===== src/rtl/input_debounce_pkg.sv =====
// Shared state encoding and widths for the input_debounce block.
package input_debounce_pkg;

    typedef enum logic [1:0] {
        ST_STABLE_LO = 2'd0,
        ST_QUAL_HI   = 2'd1,
        ST_STABLE_HI = 2'd2,
        ST_QUAL_LO   = 2'd3
    } state_e;

    localparam int GLITCH_CNT_W = 8;

endpackage


===== src/rtl/input_debounce.sv =====
// Debouncer for an already-synchronized input: a level is accepted after DEBOUNCE_CYCLES consecutive samples.
// Optional saturating glitch counter enabled by the macro INPUT_DEBOUNCE_GLITCH_CNT_EN.
module input_debounce
    import input_debounce_pkg::*;
#(
    parameter int DEBOUNCE_CYCLES = 16,
    parameter int CNT_WIDTH       = 16,
    parameter bit RESET_LEVEL     = 1'b0
) (
    input  logic clk,
    input  logic reset,
    input  logic din,
    output logic dout,
    output logic rise_pulse,
    output logic fall_pulse,
    output logic busy
`ifdef INPUT_DEBOUNCE_GLITCH_CNT_EN
    ,
    output logic [GLITCH_CNT_W-1:0] glitch_count
`endif
);

    if (DEBOUNCE_CYCLES < 1 || longint'(DEBOUNCE_CYCLES) > ((64'(1) << CNT_WIDTH) - 1)) begin : g_bad_cycles
        $error("input_debounce: DEBOUNCE_CYCLES out of range for CNT_WIDTH");
    end

    localparam bit                   ONE_CYCLE = (DEBOUNCE_CYCLES == 1);
    localparam logic [CNT_WIDTH-1:0] CNT_LAST  = CNT_WIDTH'(DEBOUNCE_CYCLES - 1);
    localparam state_e               RST_STATE = RESET_LEVEL ? ST_STABLE_HI : ST_STABLE_LO;

    state_e                 state_q, state_d;
    logic [CNT_WIDTH-1:0]   cnt_q, cnt_d;
    logic                   dout_q, dout_d;
    logic                   rise_q, rise_d;
    logic                   fall_q, fall_d;
    logic                   busy_q, busy_d;

    always_ff @(posedge clk) begin
        if (reset) begin
            state_q <= RST_STATE;
            cnt_q   <= '0;
            dout_q  <= RESET_LEVEL;
            rise_q  <= 1'b0;
            fall_q  <= 1'b0;
            busy_q  <= 1'b0;
        end else begin
            state_q <= state_d;
            cnt_q   <= cnt_d;
            dout_q  <= dout_d;
            rise_q  <= rise_d;
            fall_q  <= fall_d;
            busy_q  <= busy_d;
        end
    end

    always_comb begin
        state_d = state_q;
        cnt_d   = cnt_q;
        dout_d  = dout_q;
        rise_d  = 1'b0;
        fall_d  = 1'b0;
        case (state_q)
            ST_STABLE_LO: begin
                if (din) begin
                    if (ONE_CYCLE) begin
                        state_d = ST_STABLE_HI;
                        dout_d  = 1'b1;
                        rise_d  = 1'b1;
                    end else begin
                        state_d = ST_QUAL_HI;
                        cnt_d   = CNT_WIDTH'(1);
                    end
                end
            end
            ST_QUAL_HI: begin
                if (!din) begin
                    state_d = ST_STABLE_LO;
                    cnt_d   = '0;
                end else if (cnt_q == CNT_LAST) begin
                    state_d = ST_STABLE_HI;
                    dout_d  = 1'b1;
                    rise_d  = 1'b1;
                    cnt_d   = '0;
                end else begin
                    cnt_d = cnt_q + CNT_WIDTH'(1);
                end
            end
            ST_STABLE_HI: begin
                if (!din) begin
                    if (ONE_CYCLE) begin
                        state_d = ST_STABLE_LO;
                        dout_d  = 1'b0;
                        fall_d  = 1'b1;
                    end else begin
                        state_d = ST_QUAL_LO;
                        cnt_d   = CNT_WIDTH'(1);
                    end
                end
            end
            ST_QUAL_LO: begin
                if (din) begin
                    state_d = ST_STABLE_HI;
                    cnt_d   = '0;
                end else if (cnt_q == CNT_LAST) begin
                    state_d = ST_STABLE_LO;
                    dout_d  = 1'b0;
                    fall_d  = 1'b1;
                    cnt_d   = '0;
                end else begin
                    cnt_d = cnt_q + CNT_WIDTH'(1);
                end
            end
            default: begin
                state_d = RST_STATE;
                cnt_d   = '0;
            end
        endcase
        busy_d = (state_d == ST_QUAL_HI) || (state_d == ST_QUAL_LO);
    end

    assign dout       = dout_q;
    assign rise_pulse = rise_q;
    assign fall_pulse = fall_q;
    assign busy       = busy_q;

`ifdef INPUT_DEBOUNCE_GLITCH_CNT_EN
    logic [GLITCH_CNT_W-1:0] glitch_q;
    logic                    abort;

    // An abort is a qualification that the input gave up before it completed.
    assign abort = ((state_q == ST_QUAL_HI) && !din) || ((state_q == ST_QUAL_LO) && din);

    always_ff @(posedge clk) begin
        if (reset) begin
            glitch_q <= '0;
        end else if (abort && (glitch_q != '1)) begin
            glitch_q <= glitch_q + GLITCH_CNT_W'(1);
        end
    end

    assign glitch_count = glitch_q;
`endif

endmodule

===== config.mk =====
export PLATFORM = sky130hd
export DESIGN_NAME = input_debounce
export DESIGN_NICKNAME = d
export VERILOG_FILES = /design/src/rtl/input_debounce_pkg.sv /design/src/rtl/input_debounce.sv
export SDC_FILE = /design/constraint.sdc
export NUM_CORES = 1
export LEC_CHECK = 0
export ABC_AREA = 1
export CORE_UTILIZATION = 58
export DETAILED_ROUTE_END_ITERATION = 10
export HOLD_SLACK_MARGIN = 0.1
export PLACE_DENSITY = 0.78
export SLEW_MARGIN = 20
export SYNTH_ARGS = -nofsm -noshare
export SYNTH_HDL_FRONTEND = slang
export SYNTH_SLANG_ARGS = --single-unit

===== constraint.sdc =====
create_clock -name clk -period 1.73 [get_ports clk]
set_input_delay 0.173 -clock clk [delete_from_list [all_inputs] [get_ports clk]]
set_output_delay 0.173 -clock clk [all_outputs]
set_load 0.01 [all_outputs]

==> metrics.txt <==
# TYPE chip_impl_metric gauge
chip_impl_info{name="crit_path_frequent_cell",value="sky130_fd_sc_hd__nor2_1"} 1
chip_impl_info{name="crit_path_end_kind",value="flip-flop"} 1
chip_impl_metric{name="drt_first_iter_violations",unit=""} 43
chip_impl_info{name="clock-root-buffer",value="sky130_fd_sc_hd__clkbuf_4"} 1
chip_impl_metric{name="timing.fmax",unit="MHz"} 649
chip_impl_metric{name="synth_compound_area_frac",unit=""} 0.0873
chip_impl_metric{name="clock_tree.buffer_depth",unit=""} 2
chip_impl_info{name="crit_start_category",value="flip-flop"} 1
chip_impl_info{name="cpLargestDelayFamily",value="simple AND/OR/NAND/NOR gates"} 1
chip_impl_metric{name="cts.sink_count",unit=""} 21
chip_impl_metric{name="cellInternalPower",unit="W"} 0.000599
chip_impl_metric{name="cellPowerDensity",unit="nW/um2"} 558
chip_impl_metric{name="timing_worst_slew_pin_value",unit="ns"} 0.388
chip_impl_metric{name="ctsResizeCount",unit=""} 0
chip_impl_metric{name="met1_usage",unit=""} 0.337
chip_impl_metric{name="dieHeight",unit="um"} 49.4
chip_impl_metric{name="setup_viol",unit=""} 0
chip_impl_metric{name="syn_area_per_cell",unit="um2"} 6.45
chip_impl_metric{name="synthesis.yosys.warnings",unit=""} 0
chip_impl_metric{name="power_frac_comb",unit=""} 0.081
chip_impl_metric{name="fp.dieArea",unit="um2"} 2440
chip_impl_metric{name="grt.total_usage",unit=""} 0.238
chip_impl_metric{name="finalMaxSlewViolations",unit=""} 0
chip_impl_info{name="cp_cell_sequence",value="ha_1, nand3_2, nor2_4, nand2_1, nand2_1, nor2_1, nor2_1, nor2_1"} 1
chip_impl_metric{name="post_cts_buffers",unit=""} 0
chip_impl_metric{name="post-route-worst-setup-slack",unit="ns"} 0.190
chip_impl_metric{name="cp.arrival",unit="ns"} 1.75
chip_impl_metric{name="antenna_found_initial",unit=""} 0
chip_impl_metric{name="cp_data_required_time",unit="ns"} 1.94
chip_impl_metric{name="timing.clock.skew",unit="ns"} 0.00259
chip_impl_metric{name="number_of_hold_repair_buffers_added_at_the_cts_stage",unit=""} 0
chip_impl_metric{name="final_routed_drc_violation_total",unit=""} 0
chip_impl_metric{name="syn-instance-count",unit=""} 202
chip_impl_metric{name="grt_first_pass_wirelength",unit="um"} 4560
chip_impl_metric{name="worstPathMaxFanout",unit=""} 5
chip_impl_info{name="rsz0062_at_grt",value="false"} 1
chip_impl_metric{name="ff2ff_setup_slack",unit="ns"} 0.19
chip_impl_metric{name="preCtsSetupSlack",unit="ns"} 0.104
chip_impl_metric{name="flow.area_growth_from_synthesis",unit="%"} 8.73
chip_impl_metric{name="timing.setup.tns",unit="ns"} 0
chip_impl_metric{name="seqPwrFrac",unit=""} 0.621
chip_impl_metric{name="p_leak",unit="nW"} 0.615
chip_impl_metric{name="synth-xor-area-share",unit=""} 0.0134
chip_impl_metric{name="aggregate_routed_wire_length",unit="um"} 2660
chip_impl_info{name="kind_of_critical_path",value="flip-flop to flip-flop"} 1
chip_impl_metric{name="vias",unit=""} 1243
chip_impl_metric{name="clk-insertion-delay-late",unit="ns"} 0.30
chip_impl_metric{name="detail-route-antenna-nets",unit=""} 0
chip_impl_metric{name="share_of_cells_above_drive_strength_1",unit=""} 0.118
chip_impl_metric{name="antenna_cells_inserted",unit=""} 0
chip_impl_metric{name="global_routing_usage_on_met2",unit=""} 0.384
chip_impl_metric{name="core_region_area",unit="um2"} 2040
chip_impl_metric{name="reg_clk_slew_reported_paths",unit="ns"} 0.12
chip_impl_metric{name="grt_start_max_net_pins",unit=""} 13
chip_impl_info{name="hold_path.class",value="flip-flop to flip-flop"} 1
chip_impl_metric{name="post_synth_mux_area_share",unit=""} 0
chip_impl_metric{name="number_of_vias_per_cell_after_detailed_routing",unit=""} 5.20
chip_impl_metric{name="timing.critical_path.buf_inv",unit=""} 0
chip_impl_metric{name="cts-buffers-inserted",unit=""} 3
chip_impl_metric{name="synth_simple_gate_area_frac",unit=""} 0.455
chip_impl_metric{name="hold-worst-slack",unit="ns"} 0.490
chip_impl_metric{name="drt_first_pass_iters",unit=""} 4
chip_impl_metric{name="max-slew-margin-rel",unit=""} 0.739
chip_impl_metric{name="switching_share",unit=""} 0.243
chip_impl_metric{name="start_util",unit=""} 0.638
chip_impl_metric{name="layout.nets",unit=""} 217
chip_impl_metric{name="globalRouteMet3Util",unit=""} 0.0280
chip_impl_metric{name="yosys_register_bits",unit=""} 21
chip_impl_metric{name="place_congestion",unit=""} 0.925
chip_impl_info{name="busiest_layer",value="met2"} 1
chip_impl_metric{name="fp_rows",unit=""} 16
chip_impl_metric{name="mappedNetlistNets",unit=""} 206
chip_impl_info{name="crit_slowest_cell",value="sky130_fd_sc_hd__dfxtp_1"} 1
chip_impl_metric{name="final_period_minus_worst_setup_slack",unit="ns"} 1.54
chip_impl_info{name="outcome",value="finished clean"} 1
chip_impl_metric{name="layout_worst_path_cycle_share",unit=""} 0.890
chip_impl_info{name="tritoncts",value="done"} 1
chip_impl_metric{name="max-cap-violations",unit=""} 0
chip_impl_metric{name="power_frac_clock",unit=""} 0.299
chip_impl_metric{name="yosysUniqueCellTypes",unit=""} 24
chip_impl_metric{name="synth_fa_ha_area_frac",unit=""} 0.00960
chip_impl_metric{name="avgRoutedWirePerCell",unit="um"} 11.1
chip_impl_metric{name="clock_tree.htree_level_count",unit=""} 1
chip_impl_metric{name="io_pins",unit=""} 7
chip_impl_metric{name="cp_slowest_stage_delay",unit="ns"} 0.39
chip_impl_metric{name="grt_overflow",unit=""} 0
chip_impl_metric{name="finalCoreUtilization",unit=""} 0.694
chip_impl_metric{name="placement.io_buffers",unit=""} 6
chip_impl_info{name="synth_top_family_by_area",value="simple AND/OR/NAND/NOR gates"} 1
chip_impl_metric{name="vdd.ir_drop.worst",unit="mV"} 0.502
chip_impl_metric{name="fp.dieW",unit="um"} 49.4
chip_impl_metric{name="hold_viol_final",unit=""} 0
chip_impl_metric{name="dp.final_hpwl",unit="um"} 2050
chip_impl_metric{name="syn_area",unit="um2"} 1300
chip_impl_metric{name="synth_seq_area_share",unit=""} 0.322
chip_impl_metric{name="p_switching",unit="W"} 0.000192
chip_impl_metric{name="number_of_global_route_vias_before_repair",unit=""} 1048
==> flip-flops by register name, indices dropped and copies added (netlist names) <==
name and flops:
state_q 1, rise_pulse 1, dout 1, cnt_q 16
fall_pulse 1, busy 1
==> final timing paths <==
path | cells after the start | startpoint | end
setup / recovery | 8 | cnt_q[1] | cnt_q[11]
hold / removal | 2 | state_q[1] | state_q[1]
setup reg to reg | 8 | cnt_q[1] | cnt_q[11]
hold reg to reg | 2 | state_q[1] | state_q[1]
==> routing by layer <==
| layer | vias to the layer above | wire length (um) |
|---|---|---|
| met5 | - | 0 |
| met4 | 0 | 17 |
| met3 | 2 | 154 |
| met2 | 34 | 1230 |
| met1 | 560 | 1250 |
| li1 | 647 | - |
==> cell type report <==
class                           count  area, um2
Tap cell                           27       33.8
Sequential cell                    21        420
Multi-Input combinational cell    150        737
Clock buffer                        3       22.5
Fill cell                         202        624
Timing Repair Buffer               12        105
Inverter                           25       93.8
Clock inverter                      1       5.00
==> layout by cell type (no fill, tap or decap), drive strengths merged <==
cell type	netlist	routed
clkdlybuf4s50	0	6
nor2	35	35
a21oi	13	13
o2111ai	1	1
ha	1	1
dfxtp	21	21
nand3b	2	2
nand2	68	68
xnor2	1	1
inv	25	25
o21ai	5	5
nand3	18	18
nor3	5	5
clkbuf	2	3
buf	4	6
clkinv	0	1
xor2	1	1
==> tightest hold or removal path, stage by stage (launching register included) <==
cell                      delay [ns]
sky130_fd_sc_hd__dfxtp_1        0.33
sky130_fd_sc_hd__inv_1          0.07
sky130_fd_sc_hd__a21oi_1        0.06
==> through the flow <==
| stage | instance area [um2] | instances | total power, W |
|---|---|---|---|
| floorplan | 1300 | 202 | 0.000541 |
| global placement | 1390 | 235 | 0.000563 |
| detailed placement | 1390 | 235 | 0.000565 |
| CTS | 1420 | 239 | 0.000798 |
| global route | 1420 | 239 | 0.000823 |
| finish | 1420 | 239 | 0.000791 |
==> synthesized netlist by cell type <==
| cell type | number | share of area |
|---|---|---|
| sky130_fd_sc_hd__a21oi_1 | 9 | 0.035 |
| sky130_fd_sc_hd__a21oi_2 | 4 | 0.027 |
| sky130_fd_sc_hd__buf_2 | 1 | 0.0038 |
| sky130_fd_sc_hd__buf_4 | 1 | 0.0058 |
| sky130_fd_sc_hd__buf_6 | 2 | 0.017 |
| sky130_fd_sc_hd__clkbuf_1 | 1 | 0.0029 |
| sky130_fd_sc_hd__clkbuf_8 | 1 | 0.011 |
| sky130_fd_sc_hd__dfxtp_1 | 21 | 0.32 |
| sky130_fd_sc_hd__ha_1 | 1 | 0.0096 |
| sky130_fd_sc_hd__inv_1 | 25 | 0.072 |
| sky130_fd_sc_hd__nand2_1 | 66 | 0.19 |
| sky130_fd_sc_hd__nand2_4 | 2 | 0.017 |
| sky130_fd_sc_hd__nand3_1 | 16 | 0.061 |
| sky130_fd_sc_hd__nand3_2 | 2 | 0.015 |
| sky130_fd_sc_hd__nand3b_1 | 2 | 0.012 |
| sky130_fd_sc_hd__nor2_1 | 28 | 0.081 |
| sky130_fd_sc_hd__nor2_2 | 2 | 0.0096 |
| sky130_fd_sc_hd__nor2_4 | 4 | 0.035 |
| sky130_fd_sc_hd__nor2_8 | 1 | 0.015 |
| sky130_fd_sc_hd__nor3_1 | 5 | 0.019 |
| sky130_fd_sc_hd__o2111ai_1 | 1 | 0.0067 |
| sky130_fd_sc_hd__o21ai_0 | 5 | 0.019 |
| sky130_fd_sc_hd__xnor2_1 | 1 | 0.0067 |
| sky130_fd_sc_hd__xor2_1 | 1 | 0.0067 |
==> cell families after synthesis <==
kind of cell,count (synthesis)
fa+ha+maj,1
simple gates,128
xor+xnor,2
buf+inv,31
compound gates,19
flops,21
==> power groups by stage <==
stage	sequential [W]	clock (W)	combinational, W
2_1_floorplan	0.000503	0	0.0000381
3_3_place_gp	0.000501	0	0.0000620
3_5_place_dp	0.000502	0	0.0000630
4_1_cts	0.000491	0.000244	0.0000632
5_1_grt	0.000492	0.000261	0.0000702
6_report	0.000491	0.000236	0.0000638
Note: power is estimated with default switching activity, not from simulation.
